## src/rtl/mips16_defs.sv

```systemverilog
// rtl/mips16_defs.sv - opcode constants, instruction field positions and decode helpers for the mips16 decode stage
package mips16_defs;

    localparam int RF_AW_DEFAULT = 4;

    localparam int OPC_LSB = 28;
    localparam int RD_LSB  = 24;
    localparam int RS_LSB  = 20;
    localparam int RT_LSB  = 16;
    localparam int IMM_LSB = 0;

    localparam logic [3:0] OP_NOP       = 4'h0;
    localparam logic [3:0] OP_ALU_FIRST = 4'h1;
    localparam logic [3:0] OP_ALU_LAST  = 4'h7;
    localparam logic [3:0] OP_ADDI      = 4'h8;
    localparam logic [3:0] OP_LD        = 4'h9;
    localparam logic [3:0] OP_ST        = 4'hA;
    localparam logic [3:0] OP_JMP       = 4'hC;
    localparam logic [3:0] OP_ILL_E     = 4'hE;
    localparam logic [3:0] OP_ILL_F     = 4'hF;

    typedef struct packed {
        logic reg_we;
        logic mem_rd;
        logic mem_wr;
        logic illegal;
    } ctrl_t;

    // Reserved codes, JMP and illegal codes all leave every write enable low.
    function automatic ctrl_t decode_ctrl(input logic [3:0] op);
        ctrl_t c;
        c = '0;
        case (op)
            OP_ADDI: c.reg_we = 1'b1;
            OP_LD: begin
                c.reg_we = 1'b1;
                c.mem_rd = 1'b1;
            end
            OP_ST: c.mem_wr = 1'b1;
            OP_ILL_E, OP_ILL_F: c.illegal = 1'b1;
            default: c.reg_we = (op >= OP_ALU_FIRST) && (op <= OP_ALU_LAST);
        endcase
        return c;
    endfunction

    function automatic logic reads_rs(input logic [3:0] op);
        return (op >= OP_ALU_FIRST) && (op <= OP_ST);
    endfunction

    function automatic logic reads_rt(input logic [3:0] op);
        return ((op >= OP_ALU_FIRST) && (op <= OP_ALU_LAST)) || (op == OP_ST);
    endfunction

endpackage

```

## src/rtl/instruction_decode_if.sv

```systemverilog
// rtl/instruction_decode_if.sv - fetch-side and ID/EX signal bundle of instruction_decode; DECODE_PERF_EN adds the perf counter outputs
interface instruction_decode_if import mips16_defs::*; #(
    parameter int RF_AW = RF_AW_DEFAULT
) ();
    logic [31:0]      ins;
    logic [15:0]      current_address;
    logic             ex_ready;
    logic [15:0]      jmp_loc;
    logic             pc_mux_sel;
    logic             stall;
    logic             stall_pm;
    logic             idex_valid;
    logic [3:0]       idex_opcode;
    logic [RF_AW-1:0] idex_rd;
    logic [RF_AW-1:0] idex_rs;
    logic [RF_AW-1:0] idex_rt;
    logic [15:0]      idex_imm;
    logic [15:0]      idex_pc;
    logic             idex_reg_we;
    logic             idex_mem_rd;
    logic             idex_mem_wr;
    logic             illegal;
`ifdef DECODE_PERF_EN
    logic [15:0]      perf_stall_cnt;
    logic [15:0]      perf_flush_cnt;

    modport master (
        input  ins, current_address, ex_ready,
        output jmp_loc, pc_mux_sel, stall, stall_pm,
        output idex_valid, idex_opcode, idex_rd, idex_rs, idex_rt, idex_imm, idex_pc,
        output idex_reg_we, idex_mem_rd, idex_mem_wr, illegal,
        output perf_stall_cnt, perf_flush_cnt
    );

    modport slave (
        output ins, current_address, ex_ready,
        input  jmp_loc, pc_mux_sel, stall, stall_pm,
        input  idex_valid, idex_opcode, idex_rd, idex_rs, idex_rt, idex_imm, idex_pc,
        input  idex_reg_we, idex_mem_rd, idex_mem_wr, illegal,
        input  perf_stall_cnt, perf_flush_cnt
    );
`else
    modport master (
        input  ins, current_address, ex_ready,
        output jmp_loc, pc_mux_sel, stall, stall_pm,
        output idex_valid, idex_opcode, idex_rd, idex_rs, idex_rt, idex_imm, idex_pc,
        output idex_reg_we, idex_mem_rd, idex_mem_wr, illegal
    );

    modport slave (
        output ins, current_address, ex_ready,
        input  jmp_loc, pc_mux_sel, stall, stall_pm,
        input  idex_valid, idex_opcode, idex_rd, idex_rs, idex_rt, idex_imm, idex_pc,
        input  idex_reg_we, idex_mem_rd, idex_mem_wr, illegal
    );
`endif
endinterface

```

## src/rtl/instruction_decode_hazard.sv

```systemverilog
// rtl/instruction_decode_hazard.sv - hazard_unit: combinational load-use detect and hold/squash priority
module hazard_unit import mips16_defs::*; #(
    parameter int RF_AW = RF_AW_DEFAULT
) (
    input  logic             reset,
    input  logic             ex_ready,
    input  logic             ifid_valid,
    input  logic [3:0]       ifid_opcode,
    input  logic [RF_AW-1:0] ifid_rs,
    input  logic [RF_AW-1:0] ifid_rt,
    input  logic             idex_valid,
    input  logic             idex_mem_rd,
    input  logic [RF_AW-1:0] idex_rd,
    output logic             stall,
    output logic             stall_pm,
    output logic             pc_mux_sel,
    output logic             fire,
    output logic             ifid_en,
    output logic             idex_en
);
    logic load_use;

    always_comb begin
        load_use   = 1'b0;
        stall      = 1'b0;
        stall_pm   = 1'b0;
        pc_mux_sel = 1'b0;
        fire       = 1'b0;
        ifid_en    = 1'b0;
        idex_en    = 1'b0;
        if (reset) begin
            load_use = idex_valid && idex_mem_rd && (idex_rd != '0) && ifid_valid &&
                       ((reads_rs(ifid_opcode) && (ifid_rs == idex_rd)) ||
                        (reads_rt(ifid_opcode) && (ifid_rt == idex_rd)));
            stall      = !ex_ready || load_use;
            stall_pm   = stall;
            fire       = ifid_valid && ex_ready && !load_use;
            // A JMP held by back-pressure waits until it actually fires.
            pc_mux_sel = fire && (ifid_opcode == OP_JMP);
            ifid_en    = !stall;
            idex_en    = ex_ready;
        end
    end
endmodule

```

## src/rtl/instruction_decode.sv

```systemverilog
// rtl/instruction_decode.sv - IF/ID capture and ID/EX decode with jump squash and load-use stall; DECODE_PERF_EN adds stall/flush counters
module instruction_decode import mips16_defs::*; #(
    parameter int RF_AW = RF_AW_DEFAULT
) (
    input logic                 clk,
    input logic                 reset,
    instruction_decode_if.master bus
);
    logic [31:0] ifid_ins;
    logic [15:0] ifid_pc;
    logic        ifid_valid;
    logic [15:0] pc_q;
    logic        fetch_live;

    logic [3:0]       ifid_opcode;
    logic [RF_AW-1:0] ifid_rd;
    logic [RF_AW-1:0] ifid_rs;
    logic [RF_AW-1:0] ifid_rt;
    logic [15:0]      ifid_imm;
    ctrl_t            ifid_ctrl;

    logic stall;
    logic pc_mux_sel;
    logic fire;
    logic ifid_en;
    logic idex_en;

    assign ifid_opcode = ifid_ins[OPC_LSB +: 4];
    assign ifid_rd     = ifid_ins[RD_LSB +: RF_AW];
    assign ifid_rs     = ifid_ins[RS_LSB +: RF_AW];
    assign ifid_rt     = ifid_ins[RT_LSB +: RF_AW];
    assign ifid_imm    = ifid_ins[IMM_LSB +: 16];
    assign ifid_ctrl   = decode_ctrl(ifid_opcode);

    hazard_unit #(.RF_AW(RF_AW)) u_hazard (
        .reset       (reset),
        .ex_ready    (bus.ex_ready),
        .ifid_valid  (ifid_valid),
        .ifid_opcode (ifid_opcode),
        .ifid_rs     (ifid_rs),
        .ifid_rt     (ifid_rt),
        .idex_valid  (bus.idex_valid),
        .idex_mem_rd (bus.idex_mem_rd),
        .idex_rd     (bus.idex_rd),
        .stall       (stall),
        .stall_pm    (bus.stall_pm),
        .pc_mux_sel  (pc_mux_sel),
        .fire        (fire),
        .ifid_en     (ifid_en),
        .idex_en     (idex_en)
    );

    assign bus.stall      = stall;
    assign bus.pc_mux_sel = pc_mux_sel;
    assign bus.jmp_loc    = pc_mux_sel ? ifid_imm : 16'h0000;

    // pc_q tracks the address whose word is on ins; the first word after
    // reset is garbage, so fetch_live gates ifid_valid for one capture.
    always_ff @(posedge clk) begin
        if (!reset) begin
            ifid_ins   <= '0;
            ifid_pc    <= '0;
            ifid_valid <= 1'b0;
            pc_q       <= '0;
            fetch_live <= 1'b0;
        end else if (ifid_en) begin
            fetch_live <= 1'b1;
            pc_q       <= bus.current_address;
            if (pc_mux_sel) begin
                ifid_ins   <= {OP_NOP, 28'h0};
                ifid_valid <= 1'b0;
            end else begin
                ifid_ins   <= bus.ins;
                ifid_pc    <= pc_q;
                ifid_valid <= fetch_live;
            end
        end
    end

    always_ff @(posedge clk) begin
        if (!reset) begin
            bus.idex_valid  <= 1'b0;
            bus.idex_opcode <= '0;
            bus.idex_rd     <= '0;
            bus.idex_rs     <= '0;
            bus.idex_rt     <= '0;
            bus.idex_imm    <= '0;
            bus.idex_pc     <= '0;
            bus.idex_reg_we <= 1'b0;
            bus.idex_mem_rd <= 1'b0;
            bus.idex_mem_wr <= 1'b0;
            bus.illegal     <= 1'b0;
        end else if (idex_en) begin
            if (fire) begin
                bus.idex_valid  <= 1'b1;
                bus.idex_opcode <= ifid_opcode;
                bus.idex_rd     <= ifid_rd;
                bus.idex_rs     <= ifid_rs;
                bus.idex_rt     <= ifid_rt;
                bus.idex_imm    <= ifid_imm;
                bus.idex_pc     <= ifid_pc;
                bus.idex_reg_we <= ifid_ctrl.reg_we;
                bus.idex_mem_rd <= ifid_ctrl.mem_rd;
                bus.idex_mem_wr <= ifid_ctrl.mem_wr;
                bus.illegal     <= ifid_ctrl.illegal;
            end else begin
                bus.idex_valid  <= 1'b0;
                bus.idex_opcode <= '0;
                bus.idex_rd     <= '0;
                bus.idex_rs     <= '0;
                bus.idex_rt     <= '0;
                bus.idex_imm    <= '0;
                bus.idex_pc     <= '0;
                bus.idex_reg_we <= 1'b0;
                bus.idex_mem_rd <= 1'b0;
                bus.idex_mem_wr <= 1'b0;
                bus.illegal     <= 1'b0;
            end
        end else begin
            bus.illegal <= 1'b0;
        end
    end

`ifdef DECODE_PERF_EN
    logic [15:0] stall_cnt;
    logic [15:0] flush_cnt;

    always_ff @(posedge clk) begin
        if (!reset) begin
            stall_cnt <= '0;
            flush_cnt <= '0;
        end else begin
            if (stall && (stall_cnt != 16'hFFFF)) begin
                stall_cnt <= stall_cnt + 16'd1;
            end
            if (pc_mux_sel && (flush_cnt != 16'hFFFF)) begin
                flush_cnt <= flush_cnt + 16'd1;
            end
        end
    end

    assign bus.perf_stall_cnt = stall_cnt;
    assign bus.perf_flush_cnt = flush_cnt;
`endif

endmodule

```

## src/flat_wrapper.sv

```systemverilog
// flat-port wrapper written by rule: the top's interface ports become plain ports
module instruction_decode_flat import mips16_defs::*;
#(
    parameter int RF_AW = RF_AW_DEFAULT
)
  (clk, reset, bus_ins, bus_current_address, bus_ex_ready, bus_jmp_loc, bus_pc_mux_sel, bus_stall, bus_stall_pm, bus_idex_valid, bus_idex_opcode, bus_idex_rd, bus_idex_rs, bus_idex_rt, bus_idex_imm, bus_idex_pc, bus_idex_reg_we, bus_idex_mem_rd, bus_idex_mem_wr, bus_illegal);
  instruction_decode_if #(.RF_AW(RF_AW)) bus_i ();
  input logic clk;
  input logic reset;
  input wire logic [$bits(bus_i.ins)-1:0] bus_ins;
  input wire logic [$bits(bus_i.current_address)-1:0] bus_current_address;
  input wire logic [$bits(bus_i.ex_ready)-1:0] bus_ex_ready;
  output wire logic [$bits(bus_i.jmp_loc)-1:0] bus_jmp_loc;
  output wire logic [$bits(bus_i.pc_mux_sel)-1:0] bus_pc_mux_sel;
  output wire logic [$bits(bus_i.stall)-1:0] bus_stall;
  output wire logic [$bits(bus_i.stall_pm)-1:0] bus_stall_pm;
  output wire logic [$bits(bus_i.idex_valid)-1:0] bus_idex_valid;
  output wire logic [$bits(bus_i.idex_opcode)-1:0] bus_idex_opcode;
  output wire logic [$bits(bus_i.idex_rd)-1:0] bus_idex_rd;
  output wire logic [$bits(bus_i.idex_rs)-1:0] bus_idex_rs;
  output wire logic [$bits(bus_i.idex_rt)-1:0] bus_idex_rt;
  output wire logic [$bits(bus_i.idex_imm)-1:0] bus_idex_imm;
  output wire logic [$bits(bus_i.idex_pc)-1:0] bus_idex_pc;
  output wire logic [$bits(bus_i.idex_reg_we)-1:0] bus_idex_reg_we;
  output wire logic [$bits(bus_i.idex_mem_rd)-1:0] bus_idex_mem_rd;
  output wire logic [$bits(bus_i.idex_mem_wr)-1:0] bus_idex_mem_wr;
  output wire logic [$bits(bus_i.illegal)-1:0] bus_illegal;
  assign bus_i.ins = bus_ins;
  assign bus_i.current_address = bus_current_address;
  assign bus_i.ex_ready = bus_ex_ready;
  assign bus_jmp_loc = bus_i.jmp_loc;
  assign bus_pc_mux_sel = bus_i.pc_mux_sel;
  assign bus_stall = bus_i.stall;
  assign bus_stall_pm = bus_i.stall_pm;
  assign bus_idex_valid = bus_i.idex_valid;
  assign bus_idex_opcode = bus_i.idex_opcode;
  assign bus_idex_rd = bus_i.idex_rd;
  assign bus_idex_rs = bus_i.idex_rs;
  assign bus_idex_rt = bus_i.idex_rt;
  assign bus_idex_imm = bus_i.idex_imm;
  assign bus_idex_pc = bus_i.idex_pc;
  assign bus_idex_reg_we = bus_i.idex_reg_we;
  assign bus_idex_mem_rd = bus_i.idex_mem_rd;
  assign bus_idex_mem_wr = bus_i.idex_mem_wr;
  assign bus_illegal = bus_i.illegal;
  instruction_decode #(.RF_AW(RF_AW)) u_core (.clk(clk), .reset(reset), .bus(bus_i));
endmodule
```

## config.mk

```make
export PLATFORM = sky130hd
export DESIGN_NAME = instruction_decode_flat
export DESIGN_NICKNAME = d
export VERILOG_FILES = /design/src/rtl/mips16_defs.sv /design/src/rtl/instruction_decode_if.sv /design/src/rtl/instruction_decode_hazard.sv /design/src/rtl/instruction_decode.sv /design/src/flat_wrapper.sv
export SDC_FILE = /design/constraint.sdc
export NUM_CORES = 1
export LEC_CHECK = 0
export ABC_AREA = 1
export CORE_UTILIZATION = 35
export CTS_CLUSTER_DIAMETER = 200
export DETAILED_ROUTE_END_ITERATION = 8
export DONT_BUFFER_PORTS = 1
export GPL_TIMING_DRIVEN = 0
export SLEW_MARGIN = 20
export SYNTH_ARGS = -nofsm -noshare
export SYNTH_HDL_FRONTEND = slang
export SYNTH_HIERARCHICAL = 1
export SYNTH_SLANG_ARGS = --single-unit
```

## constraint.sdc

```tcl
create_clock -name clk -period 2.6 [get_ports clk]
set_clock_uncertainty 0.1 [all_clocks]
set_input_delay 0.26 -clock clk [delete_from_list [all_inputs] [get_ports clk]]
set_output_delay 0.26 -clock clk [all_outputs]
set_load 0.02 [all_outputs]
```

==> flow_summary_export.csv <==
group,metric,value,unit
run_status,status,"finished with violations",
run_status,violations,"design-rule violations",
route,vias,4146,
route,drtPass1Iterations,7,
synth,ys_seq_area_share,50.4,%
worst_setup_path,crit_top_cell,"nand2_1",
synth,yosys.cell_types.count,25,
sta,rsz0062_at_grt,"no",
finish,antenna_cells,0,
grt,grt_pass1_wl,20400,um
die,core,13200,um^2
die,dieWidth,118,um
synth,ys_ff_latch,119,
route,drc,2,
sta,maxSlewHeadroom,61.0,%
route,wl,12900,um
cts,cts_tree,"built",
grt,gr-usage-all-layers,18.9,%
power,p_leak,2.38,nW
worst_setup_path,critPathRequiredTime,2.24,ns
synth,ys_warn_count,6,
sta,max_clock_freq,401,MHz
power,seqPwrFrac,43.1,%
die,rows,42,
route,drt_iter0_drc,285,
worst_setup_path,cp.arrival,2.13,ns
power,power_frac_comb,6.8,%
route,via_per_inst,4.72,
cts,clock_path_buffers,2,
grt,grt_antenna_before_repair,0,
cts,cts_max_level,4,
power,p_sw_share,22.6,%
finish,drive_above_1_share,17.7,%
worst_setup_path,worst-setup-path-type,"reg2out",
cts,cts_inserted_buffers,17,
worst_setup_path,slowest_delay,0.41,ns
power,internal-power,3.46,mW
cts,clk_latency,0.43,ns
worst_setup_path,cp_slowest_cell,"dfxtp_4",
placement,place_inst,797,
synth,avgSynthCellArea,7.61,um^2
finish,instances_no_fill,878,
sta,finalWorstSetupSlack,0.108,ns
finish,final_area,6060,um^2
grt,grt_pass1_vias,4129,
worst_hold_path,hold_path.class,"in2reg",
worst_setup_path,crit_path_end_kind,"output port",
grt,gr-total-overflow,0,
worst_setup_path,start_kind,"flop",
sta,period_needed,2.49,ns
route,antenna_left,0,
sta,worstMarginPinSlew,0.585,ns
cts,path_clk_slew,0.05,ns
die,die_h,118,um
placement,postPlaceCellArea,4950,um^2
placement,port_buffers,0,
cts,cts-root-buf,"clkbuf_16",
synth,yosys.area.top_type,"dfxtp_1",
worst_setup_path,crit_family,"simple AND/OR/NAND/NOR gates",
power,totalPowerFinal,4.47,mW
synth,synthTopCellsByArea,"dfxtp_1 50%, nand2_1 15%, a21oi_1 7.8%, nor2_1 5.2%, o21ai_0 3.8%",
worst_setup_path,cp_max_fo,10,
power,clkPwrFrac,50.2,%
finish,area_growth_syn_to_layout,28.1,%
run,max_cap_violations,0,
die,io_pins,123,
synth,syn_inst,621,
power,power_density,738,nW/um^2
grt,grt_max_degree,17,
route,wl_per_cell,14.7,um
placement,place_ws,-0.170,ns
cts,clock-sinks,119,
worst_setup_path,crit_buf_inv,4,
synth,synth_top_area_share,50.4,%
die,dieArea,14000,um^2
finish,post-route-util,45.9,%
synth,syn_nets,672,
sta,slew_viol_final,0,
sta,post-route-period-util,95.9,%
worst_setup_path,cp_cell_sequence,"inv_2, nand2_1, nand2_1, nand2_1, nor2_2, nand2_1, nand2_2, nand2_4, nand3_2, nor2_4, buf_6, buf_8, nand2_1, inv_2",
sta,setup_viol,0,
synth,synth_area,4730,um^2
placement,gp_congestion,0.857,
sta,hold_violations,0,
power,p_sw,1.01,mW
finish,layout.nets,741,
placement,dp_hpwl,9080,um
power,vdd.ir_drop.worst,0.415,mV
die,start_util,35.8,%
[layer usage]
| layer | global-route usage, % | part of all wire (%) | up-vias |
|---|---|---|---|
| met4 | 8.97 | 1.6 | 0 |
| met3 | 6.08 | 6.2 | 15 |
| met2 | 32.3 | 48 | 132 |
| met1 | 21.3 | 44 | 1907 |
| li1 | - | - | 2092 |
| met5 | 0 | 0 | - |
[area by class of cell]
cell class | count | area, um^2
Inverter | 41 | 161
Clock inverter | 8 | 98.8
Multi-Input combinational cell | 423 | 1950
Clock buffer | 23 | 468
Fill cell | 1295 | 7130
Tap cell | 176 | 220
Buffer | 38 | 260
Sequential cell | 119 | 2400
Timing Repair Buffer | 50 | 508
[synthesized netlist by cell type]
cell,n
nor2_1,65
inv_1,32
or3_1,1
and2_0,1
nand2_1,195
nand2_4,11
buf_12,2
o21ai_0,36
nor2_2,13
nor3_1,1
buf_6,4
clkbuf_1,9
a21oi_2,10
nand3_2,1
buf_8,1
buf_2,20
buf_4,2
nand2_2,3
a41oi_1,1
dfxtp_1,119
inv_4,3
inv_2,6
a21oi_1,74
a21boi_2,1
nand3_1,10
[flip-flops by register name, summed over array words and instances, names as in the netlist, 4 cells and up]
name / cells
u_core/bus.idex_rt: 4
u_core/pc_q: 16
u_core/bus.idex_imm: 16
u_core/ifid_pc: 16
u_core/bus.idex_pc: 16
u_core/bus.idex_opcode: 4
u_core/bus.idex_rd: 4
u_core/bus.idex_rs: 4
u_core/ifid_ins: 32
[power by group through the flow]
stage	registers, mW	clock network [mW]	logic (mW)
2_1_floorplan	1.95	0	0.188
3_3_place_gp	1.96	0	0.236
3_5_place_dp	1.96	0	0.242
4_1_cts	1.92	2.28	0.303
5_1_grt	1.93	2.36	0.335
6_report	1.93	2.24	0.304
[per-stage QoR]
| step | hold slack, ns | TNS [ns] |
|---|---|---|
| global route | 0.0973 | 0 |
| finish | 0.0878 | 0 |
| floorplan | 0.295 | 0 |
| global placement | 0.299 | -0.928 |
| CTS | 0.0799 | 0 |
| detailed placement | 0.307 | -1.48 |
[kinds of logic (layout without fill, tap and decap cells)]
logic type      count (synthesis)  after routing  synth area share (%)
simple gates                  301            301                  27.0
compound gates                122            122                  13.9
flops                         119            119                  50.4
buf+inv                        79            160                  8.68
[tightest hold or removal path, cell delays in order]
cell,delay [ns]
buf_2,0.17
o21ai_0,0.09
nor2_1,0.04
[layout by cell type, fill, tap and decap left out, drive strengths merged]
cell | Yosys | layout
a41oi | 1 | 1
buf | 29 | 32
nor2 | 78 | 78
nand3 | 11 | 11
nand2 | 209 | 209
a21boi | 1 | 1
inv | 41 | 41
dlygate4sd3 | 0 | 48
clkbuf | 9 | 31
nor3 | 1 | 1
clkinv | 0 | 4
a21oi | 84 | 84
dfxtp | 119 | 119
or3 | 1 | 1
o21ai | 36 | 36
and2 | 1 | 1
bufinv | 0 | 2
clkinvlp | 0 | 2
[what timing repair did]
action,4_1_cts,5_1_grt
setup buffers,0,2
gates resized for setup,23,2
hold buffers,48,0
endpoints found under the hold margin,48,0
pin swaps,1,1
endpoints found under the setup margin,16,10
gates cloned,0,0
[path summary, 6_finish.rpt]
path	start	endpoint	slack (ns)	cells after the start
max	u_core/bus.idex_rd[3]$_SDFFE_PN0P_	bus_jmp_loc[11]	0.11	14
min	reset	u_core/pc_q[10]$_SDFFE_PN0P_	0.09	3
max reg2reg	u_core/bus.idex_valid$_SDFFE_PN0P_	u_core/ifid_ins[23]$_SDFFE_PN0P_	0.20	13
min reg2reg	u_core/ifid_ins[27]$_SDFFE_PN0P_	u_core/bus.idex_rd[3]$_SDFFE_PN0P_	0.36	2
Power figures use the tool's default switching activity.
